$ cat src/rtl/run_sequencer.sv
// run_sequencer: run-control FSM for the ARK core and sole owner of the DataRAM port.
// Holds the core in init while the host preloads DataRAM, releases it, counts executed
// cycles until halt or timeout, then hands DataRAM back to the host for readback.
module run_sequencer #(
    parameter int               ADDR_W      = 8,
    parameter int               DATA_W      = 8,
    parameter int               CNT_W       = 16,
    parameter int               INIT_CYCLES = 2,
    parameter logic [CNT_W-1:0] TIMEOUT     = 16'hFFFF
) (
    input  logic              CLK,
    input  logic              RST_N,
    input  logic              Go,
    input  logic              HostReq,
    input  logic              HostWrite,
    input  logic [ADDR_W-1:0] HostAddr,
    input  logic [DATA_W-1:0] HostWData,
    output logic              HostGnt,
    output logic [DATA_W-1:0] HostRData,
    output logic              HostValid,
    input  logic [ADDR_W-1:0] CoreAddr,
    input  logic              CoreMemWrite,
    input  logic [DATA_W-1:0] CoreWData,
    input  logic              CoreHalt,
    output logic              CoreStart,
    output logic [ADDR_W-1:0] MemAddr,
    output logic              MemWrite,
    output logic [DATA_W-1:0] MemWData,
    input  logic [DATA_W-1:0] MemRData,
    output logic [1:0]        State,
    output logic [CNT_W-1:0]  InstCount,
    output logic              Timeout,
    output logic              Done
);

    typedef enum logic [1:0] {
        IDLE = 2'd0,
        INIT = 2'd1,
        RUN  = 2'd2,
        DONE = 2'd3
    } state_t;

    localparam int                INIT_W    = (INIT_CYCLES > 1) ? $clog2(INIT_CYCLES) : 1;
    localparam logic [INIT_W-1:0] INIT_LAST = INIT_W'(INIT_CYCLES - 1);

    state_t             state, state_next;
    logic               pending, pending_next;
    logic [INIT_W-1:0]  init_cnt, init_next;
    logic [CNT_W-1:0]   count_next;
    logic [CNT_W-1:0]   count_inc;
    logic               timeout_next;
    logic               host_rd;

    assign State     = state;
    assign count_inc = InstCount + CNT_W'(1);
    assign host_rd   = HostGnt & ~HostWrite;

    // Control state register: FSM state, pending run request, init timer, run counter.
    always_ff @(posedge CLK or negedge RST_N) begin
        if (!RST_N) begin
            state     <= IDLE;
            pending   <= 1'b0;
            init_cnt  <= '0;
            InstCount <= '0;
            Timeout   <= 1'b0;
        end else begin
            state     <= state_next;
            pending   <= pending_next;
            init_cnt  <= init_next;
            InstCount <= count_next;
            Timeout   <= timeout_next;
        end
    end

    // Next-state logic plus the combinational DataRAM port mux and status outputs.
    always_comb begin
        state_next   = state;
        pending_next = pending;
        init_next    = init_cnt;
        count_next   = InstCount;
        timeout_next = Timeout;
        HostGnt      = 1'b0;
        CoreStart    = 1'b1;
        Done         = 1'b0;
        MemAddr      = HostAddr;
        MemWData     = HostWData;
        MemWrite     = 1'b0;

        case (state)
            IDLE, DONE: begin
                HostGnt  = HostReq;
                MemWrite = HostReq & HostWrite;
                Done     = (state == DONE);
                // A Go arriving while the host is busy is remembered; the launch waits
                // for the first cycle without a host request.
                if ((pending || Go) && !HostReq) begin
                    state_next   = INIT;
                    pending_next = 1'b0;
                    init_next    = '0;
                    count_next   = '0;
                    timeout_next = 1'b0;
                end else if (Go) begin
                    pending_next = 1'b1;
                end
            end
            INIT: begin
                if (init_cnt == INIT_LAST) begin
                    state_next = RUN;
                end else begin
                    init_next = init_cnt + INIT_W'(1);
                end
            end
            RUN: begin
                CoreStart = 1'b0;
                MemAddr   = CoreAddr;
                MemWData  = CoreWData;
                MemWrite  = CoreMemWrite;
                // Halt takes priority over the timeout check and is not counted.
                if (CoreHalt) begin
                    state_next = DONE;
                end else begin
                    count_next = count_inc;
                    if (count_inc == TIMEOUT) begin
                        state_next   = DONE;
                        timeout_next = 1'b1;
                    end
                end
            end
            default: begin
                state_next = IDLE;
            end
        endcase
    end

    // Host read-back register: captures DataRAM data one cycle after a granted read.
    always_ff @(posedge CLK or negedge RST_N) begin
        if (!RST_N) begin
            HostRData <= '0;
            HostValid <= 1'b0;
        end else begin
            HostValid <= host_rd;
            if (host_rd) begin
                HostRData <= MemRData;
            end
        end
    end

endmodule

$ cat config.mk
export PLATFORM = sky130hd
export DESIGN_NAME = run_sequencer
export DESIGN_NICKNAME = d
export VERILOG_FILES = /design/src/rtl/run_sequencer.sv
export SDC_FILE = /design/constraint.sdc
export NUM_CORES = 1
export LEC_CHECK = 0
export CORE_UTILIZATION = 38
export CTS_BUF_LIST = sky130_fd_sc_hd__clkbuf_4 sky130_fd_sc_hd__clkbuf_8
export DETAILED_ROUTE_END_ITERATION = 6
export GPL_TIMING_DRIVEN = 0
export PLACE_DENSITY_LB_ADDON = 0.3
export SETUP_SLACK_MARGIN = 0.4
export SYNTH_ARGS = -nofsm -noshare
export SYNTH_HDL_FRONTEND = slang
export SYNTH_SLANG_ARGS = --single-unit
$ cat constraint.sdc
create_clock -name CLK -period 2 [get_ports CLK]
set_clock_uncertainty 0.05 [all_clocks]
set_input_delay 0.2 -clock CLK [delete_from_list [all_inputs] [get_ports CLK]]
set_output_delay 0.2 -clock CLK [all_outputs]
set_load 0.01 [all_outputs]
==> impl_results.md, run 1 <==
- Worst-path cell chain: and4_4 -> nand4_1 -> o21ba_1 -> o211ai_4 -> mux2i_1 -> nand3_1
- R2R depth: 6
- Top sig layer: met4
- Die Footprint: 0.00562 sq mm
- FFs w/ async S/R, synth: 100%
- Netlist Area Pre-Place: 0.00202 sq mm
- Startpoint types: flip-flop
- RSZ-0062 raised after global routing: yes
- Hold depth: 3
- First-pass GRT wire length: 10.9 mm
- Total grt overflow: 0
- Pwr Density: 975 mW/mm^2
- Routed length on met1: 2.76 mm
- Global Route Usage Sum: about a quarter
- Most numerous cell in the Yosys netlist: nand2_1
- Avg WL per Cell: 17.5 um
- Final Hold Fails: 0
- Hold Path Origin: MemRData[4]
- Vias per cell: 5.40
- Hold Path End: HostRData[4]
- Residual DRC: 0
- Post-synth top area cell: dfrtp_1
- Synthesized area per cell: 8.80 sq um
- TritonCTS Buffers: 5
- DR WL met2: 4.24 mm
- Met3 wire length: just over 700 um
- Terminus of the critical flop-to-flop path: State[0]
- ANT nets after route: 0
- CP peak stage delay: 0.46 ns
- #FFs+latches synth: 30
- Req. time, crit path: 2.11 ns
- CTS tree: built
- Worst Tran Pin Value: 0.704 ns
- Mapped Cells: 230
- Final Power: 3.93 mW
- Post-synth cell types: 50
- Share of layout cells above drive strength 1: between 40% and 50%
- Hold crit path type: in -> reg
- First DRT Iteration DRCs: 130
- Vias: around 2400
- Max IR drop VDD: 0.000597 V
- I/O Buffers: 94
- Routability cong.: 0.918
- Hpwl dp: between 4 and 5 mm
- Slew HR: a little over half
- Reg2reg start: InstCount[5]
- Root Buffer: clkbuf_8
- Maximum Capacitance Violations: 0
- Fill cells: roughly 330
- Fin crit share: 98.9%
- Clock slew at reported path FFs: 0.07 ns
- Syn-to-layout area delta: 99.1%
- Ranking of synthesized cells by area: dfrtp_1, nand2_1, mux2_2
- Clock latency on the worst-skew pair: between 0.2 and 0.3 ns
- Nets: 434
- Post-route minimum period: roughly 2.0 ns
- Syn_nets: 283
- Post-Layout Cell Count: 452
- Slowest-stage cell, CP: dfrtp_2
- Slew Viols, Final: 0
- Worst-path maximum fanout: 6
- H-Tree Depth: 2
- Top cells by count, synth: nand2_1, dfrtp_1, o21ai_0
- Placed instance count: 394
- Top_reg_cell synth: dfrtp_1
- Leakage: 1.81 nW
- Maximum clock frequency: 506 MHz
- Clock Sinks: 30
- WP data arrival: roughly 2.1 ns
- # IOs: between 90 and 100
- CP startpoint: InstCount[5]
- Register area share after synthesis: 37.1%
- Final WL: 7.91 mm
- Setup CP Type: reg -> reg
- Crit. End Element: flip-flop
- Largest buffer count on any clock path: 2
- Syn. warnings: 0
- Top cell type's share of synthesized area: 37.1%
- Initial antenna violation count: 0
- Die Y: 75.0 um
- First-pass iteration count of the detailed router: 5
- Core footprint: approximately 0.0051 sq mm
- Final setup fails: 0
- R2R setup slack: 0.02 ns
- Status: finished clean
- EDFF count, synth: 0
- Die W: 75.0 um
- Diodes inserted: 0
- Num rows: 26
- Vias in the first global route: 2281
- Largest net degree at the start of global routing: 31
- Initial Util: ~40%
[stage by stage]
stage | hold WS [ns] | utilization (%) | setup TNS, ns | setup slack (ns) | area (sq um)
2_1_floorplan | -0.146 | - | 0 | 0.212 | 2130
3_3_place_gp | 0.408 | 61.8 | -1.22 | -0.130 | 3160
3_5_place_dp | 0.411 | 61.8 | -1.62 | -0.141 | 3160
4_1_cts | 0.350 | 72.9 | 0 | 0.0802 | 3720
5_1_grt | 0.407 | 78.9 | -0.0127 | -0.00896 | 4030
6_report | 0.389 | 78.9 | 0 | 0.0218 | 4030
[worst max-delay path by stage]
| stage | depth (start not counted) | endpoint | slack, ns |
|---|---|---|---|
| after detailed placement | 7 | State[0] | -0.14 |
| after global placement | 6 | MemAddr[2] | -0.13 |
| final | 6 | State[0] | 0.02 |
| after floorplan | 8 | State[0] | 0.21 |
| after CTS | 6 | MemAddr[0] | 0.08 |
| after global routing | 7 | State[1] | -0.009 |
[logic make-up (layout without fill, tap and decap cells)]
family                     count (synthesis)  in the layout  share of synthesized area [%]
buffers and inverters                     17            168                           3.65
AOI/OAI and AO/OA                         49             49                           15.4
muxes                                     20             20                           10.9
and+or+nand+nor                          104            105                           27.2
DFF                                       30             30                           37.1
adders and majority gates                  6              6                           3.71
xor gates and xnor gates                   4              4                           2.10
[layout by cell type, fill, tap and decap left out, drive strengths merged, types with 3 or more instances in the layout]
cell / netlist / final
a21oi: 5 / 5
dlymetal6s2s: 0 / 4
clkbuf: 5 / 10
nand4: 5 / 5
dfrtp: 30 / 30
o31ai: 5 / 5
nor2b: 3 / 3
nand3: 8 / 8
nand2: 53 / 54
and2: 3 / 3
buf: 5 / 74
nor4: 3 / 3
ha: 6 / 6
clkdlybuf4s50: 0 / 68
nor2: 14 / 14
mux2i: 4 / 4
nor3: 4 / 4
inv: 7 / 7
mux2: 16 / 16
o21ai: 24 / 24
[per-layer routing]
layer  GRT usage (%)  vias to the layer above
li1                -                     1118
met1            28.8                     1186
met2            47.9                      117
met3            7.23                       20
met4            8.81                        0
met5               0                        -
[critical path, delay by kind of cell (launching register included)]
kind / cells / cell delay (ns)
simple gates: 3 / 0.61
compound gates: 2 / 0.49
flops: 1 / 0.46
mux: 1 / 0.23
[where the power goes]
| group | total, mW | switching [mW] | internal, mW |
|---|---|---|---|
| Combinational | 2.56 | 1.15 | 1.41 |
| Sequential | 0.861 | 0.105 | 0.756 |
| Clock | 0.513 | 0.237 | 0.276 |
| Total | 3.93 | 1.49 | 2.45 |
[final cells by class]
cell class              instances  area, sq um  share of cell area (%)
plain buffers                  10          115                    2.86
clock buffers                   6         82.6                    2.05
clock inverters                 2         12.5                   0.310
inverters                       7         31.3                   0.776
multi-input cells             184         1540                    38.1
flip-flops and latches         30          768                    19.1
well taps                      70         87.6                    2.17
repair buffers                143         1400                    34.7
[what timing repair did]
action,in CTS,in global routing
setup endpoints to repair,57,54
pin swaps,12,12
gates resized for setup,166,44
hold buffers,0,1
setup buffers,28,18
cloned,3,0
endpoints found under the hold margin,0,30
[state kept, by name, summed over array words and instances (netlist names)]
register / cells
init_cnt: 1
InstCount: 16
HostValid: 1
pending: 1
State: 2
HostRData: 8
Timeout: 1
Power figures use the tool's default switching activity.
==> inputs of run 2 (changes only) <==
--- a/config.mk
+++ b/config.mk
@@ -7,9 +7,11 @@
 export LEC_CHECK = 0
 export CORE_UTILIZATION = 38
 export CTS_BUF_LIST = sky130_fd_sc_hd__clkbuf_4 sky130_fd_sc_hd__clkbuf_8
+export CTS_CLUSTER_DIAMETER = 80
 export DETAILED_ROUTE_END_ITERATION = 6
 export GPL_TIMING_DRIVEN = 0
 export PLACE_DENSITY_LB_ADDON = 0.3
+export RECOVER_POWER = 100
 export SETUP_SLACK_MARGIN = 0.4
 export SYNTH_ARGS = -nofsm -noshare
 export SYNTH_HDL_FRONTEND = slang
==> impl_results.md, run 2 (synthesized netlist as in run 1, its figures left out) <==
- Post-route minimum period: 1.98 ns (about the same)
- Final Hold Fails: 0 (unchanged)
- Total grt overflow: 0 (unchanged)
- Startpoint types: flip-flop (unchanged)
- Die W: 75.0 um (unchanged)
- Setup CP Type: reg -> reg (unchanged)
- Slew HR: 48.0% (was 53.0%)
- Share of layout cells above drive strength 1: 45.8% (was 46.6%)
- Die Y: 75.0 um (unchanged)
- CTS tree: built (unchanged)
- Syn-to-layout area delta: 98.3% (was 99.1%)
- Global Route Usage Sum: 26.1% (unchanged)
- Sw power: 1.49 mW (about the same)
- Max reg flops: 16 (unchanged)
- Clock Power Share: 13.2% (was 13.0%)
- Core footprint: 0.00511 sq mm (unchanged)
- Diodes inserted: 0 (unchanged)
- Commonest non-fill, non-tap cells in the layout: clkdlybuf4s50_1, nand2_1, buf_4 (unchanged)
- Hpwl dp: 4.44 mm (unchanged)
- Cell area after placement: 0.00316 sq mm (unchanged)
- Maximum Capacitance Violations: 0 (unchanged)
- Root Buffer: clkbuf_8 (unchanged)
- Hold crit path type: in -> reg (unchanged)
- Most common cell after layout, fill and taps aside: clkdlybuf4s50_1 (unchanged)
- Avg WL per Cell: 17.5 um (about the same)
- Hold Path Origin: MemRData[4] (unchanged)
- RSZ-0062 raised after global routing: yes (unchanged)
- Hold_ws: 0.388 ns (was 0.389 ns)
- Max IR drop VDD: 0.000603 V (was 0.000597 V)
- Clock Sinks: 30 (unchanged)
- Pwr Density: 969 mW/mm^2 (was 975 mW/mm^2)
- First-pass iteration count of the detailed router: 6 (was 5)
- ANT nets after route: 0 (unchanged)
- Slew Viols, Final: 0 (unchanged)
- WP data arrival: 2.08 ns (was 2.09 ns)
- I/O Buffers: 94 (unchanged)
- Sw Share: 38.3% (was 37.8%)
- Fin crit share: 98.8% (was 98.9%)
- Largest buffer count on any clock path: 2 (unchanged)
- Clock slew at reported path FFs: 0.07 ns (about the same)
- Num rows: 26 (unchanged)
- Final setup fails: 0 (unchanged)
- H-Tree Depth: 2 (unchanged)
- Maximum clock frequency: 506 MHz (about the same)
- First-pass GRT wire length: 10.9 mm (unchanged)
- Vias: 2445 (was 2441)
- Crit. End Element: flip-flop (unchanged)
- Initial Util: 39.6% (unchanged)
- Nets: 434 (unchanged)
- Comb pwr share: 64.8% (was 65.1%)
- Vias per cell: 5.41 (was 5.40)
- Residual DRC: 0 (unchanged)
- Die Footprint: 0.00562 sq mm (unchanged)
- Worst-path maximum fanout: 6 (unchanged)
- First DRT Iteration DRCs: 122 (was 130)
- Routability cong.: 0.918 (unchanged)
- # IOs: 95 (unchanged)
- Final WL: 7.93 mm (was 7.91 mm)
- Reg2reg start: InstCount[5] (unchanged)
- TritonCTS Buffers: 5 (unchanged)
- Largest net degree at the start of global routing: 31 (unchanged)
- Finished Cell Area: 0.00402 sq mm (was 0.00403 sq mm)
- Clock latency on the worst-skew pair: 0.28 ns (about the same)
- Vias in the first global route: 2281 (unchanged)
- Pint: 2.40 mW (was 2.45 mW)
- Sequential share of power: 22.0% (was 21.9%)
- Sum Neg Setup Slack: 0 ns (unchanged)
- Initial antenna violation count: 0 (unchanged)
- CP startpoint: InstCount[5] (unchanged)
- Leakage: 1.80 nW (was 1.81 nW)
- Final Util: 78.6% (was 78.9%)
- Req. time, crit path: 2.11 ns (about the same)
- Final Power: 3.89 mW (was 3.93 mW)
- Status: finished clean (unchanged)
- Worst Tran Pin Value: 0.780 ns (was 0.704 ns)
- Most flops, register: InstCount (unchanged)
-- run 2: cell count changes in the layout (fill, tap and decap cells not counted) --
cell             before  now
clkdlybuf4s25_1       0    4
clkbuf_4              2    1
dfrtp_2              14   13
buf_4                42   41
clkdlybuf4s15_1       1    0
clkbuf_2              0    1
dlygate4sd3_1         1   15
clkdlybuf4s50_1      68   54
clkbuf_1              0    2
buf_2                 2    1
dlymetal6s2s_1        4    1
dfrtp_1              16   17
-- run 2: layout make-up --
cell class	count	area (sq um)
fill	331	1090
multi-input combinational	184	1540
buffer	10	111
inverter	7	31.3
clock inverter	2	12.5
clock buffer	6	82.6
tap	70	87.6
timing repair buffer	143	1390
sequential	30	767
-- run 2: what timing repair did --
action                                  4_1_cts  5_1_grt
resized for setup                           166       44
gates cloned                                  3        0
pin swaps                                    12       12
buffers inserted                             28       18
hold endpoints to repair                      0       30
endpoints found under the setup margin       57       54
hold buffers                                  0        1
-- run 2: layer usage --
layer,global-route usage (%),vias to the layer above,share of wire [%]
met5,0,-,0
met4,8.81,0,2.2
met1,28.8,1181,34
met3,7.23,20,10
li1,-,1119,-
met2,47.9,125,53
-- run 2: worst paths after layout --
check                                 to  slack [ns]  cells after the start
min                         HostRData[4]        0.39                      3
max in group asynchronous  InstCount[13]        0.88                      2
max                             State[0]        0.02                      6
max reg2reg                     State[0]        0.02                      6
min reg2reg                 HostRData[3]        0.42                      2
min in group asynchronous   HostRData[1]        0.48                      2
-- run 2: worst max-delay path: stages, from the launching register on --
cell,delay [ns]
dfrtp_2,0.46
and4_4,0.31
nand4_1,0.20
o21ba_1,0.26
o211ai_4,0.23
mux2i_1,0.23
nand3_1,0.10
-- run 2: power by group through the flow --
stage,Clock [mW],Sequential [mW],Combinational (mW)
4_1_cts,0.522,0.857,2.30
5_1_grt,0.547,0.876,2.68
2_1_floorplan,0,0.948,0.885
3_5_place_dp,0,0.911,1.68
6_report,0.514,0.856,2.52
3_3_place_gp,0,0.901,1.66
-- run 2: per-stage QoR --
stage | setup WS [ns] | instances
after floorplan | 0.212 | 230
after global placement | -0.130 | 394
after detailed placement | -0.141 | 394
after CTS | 0.0802 | 433
after global routing | -0.00894 | 452
final | 0.0250 | 452
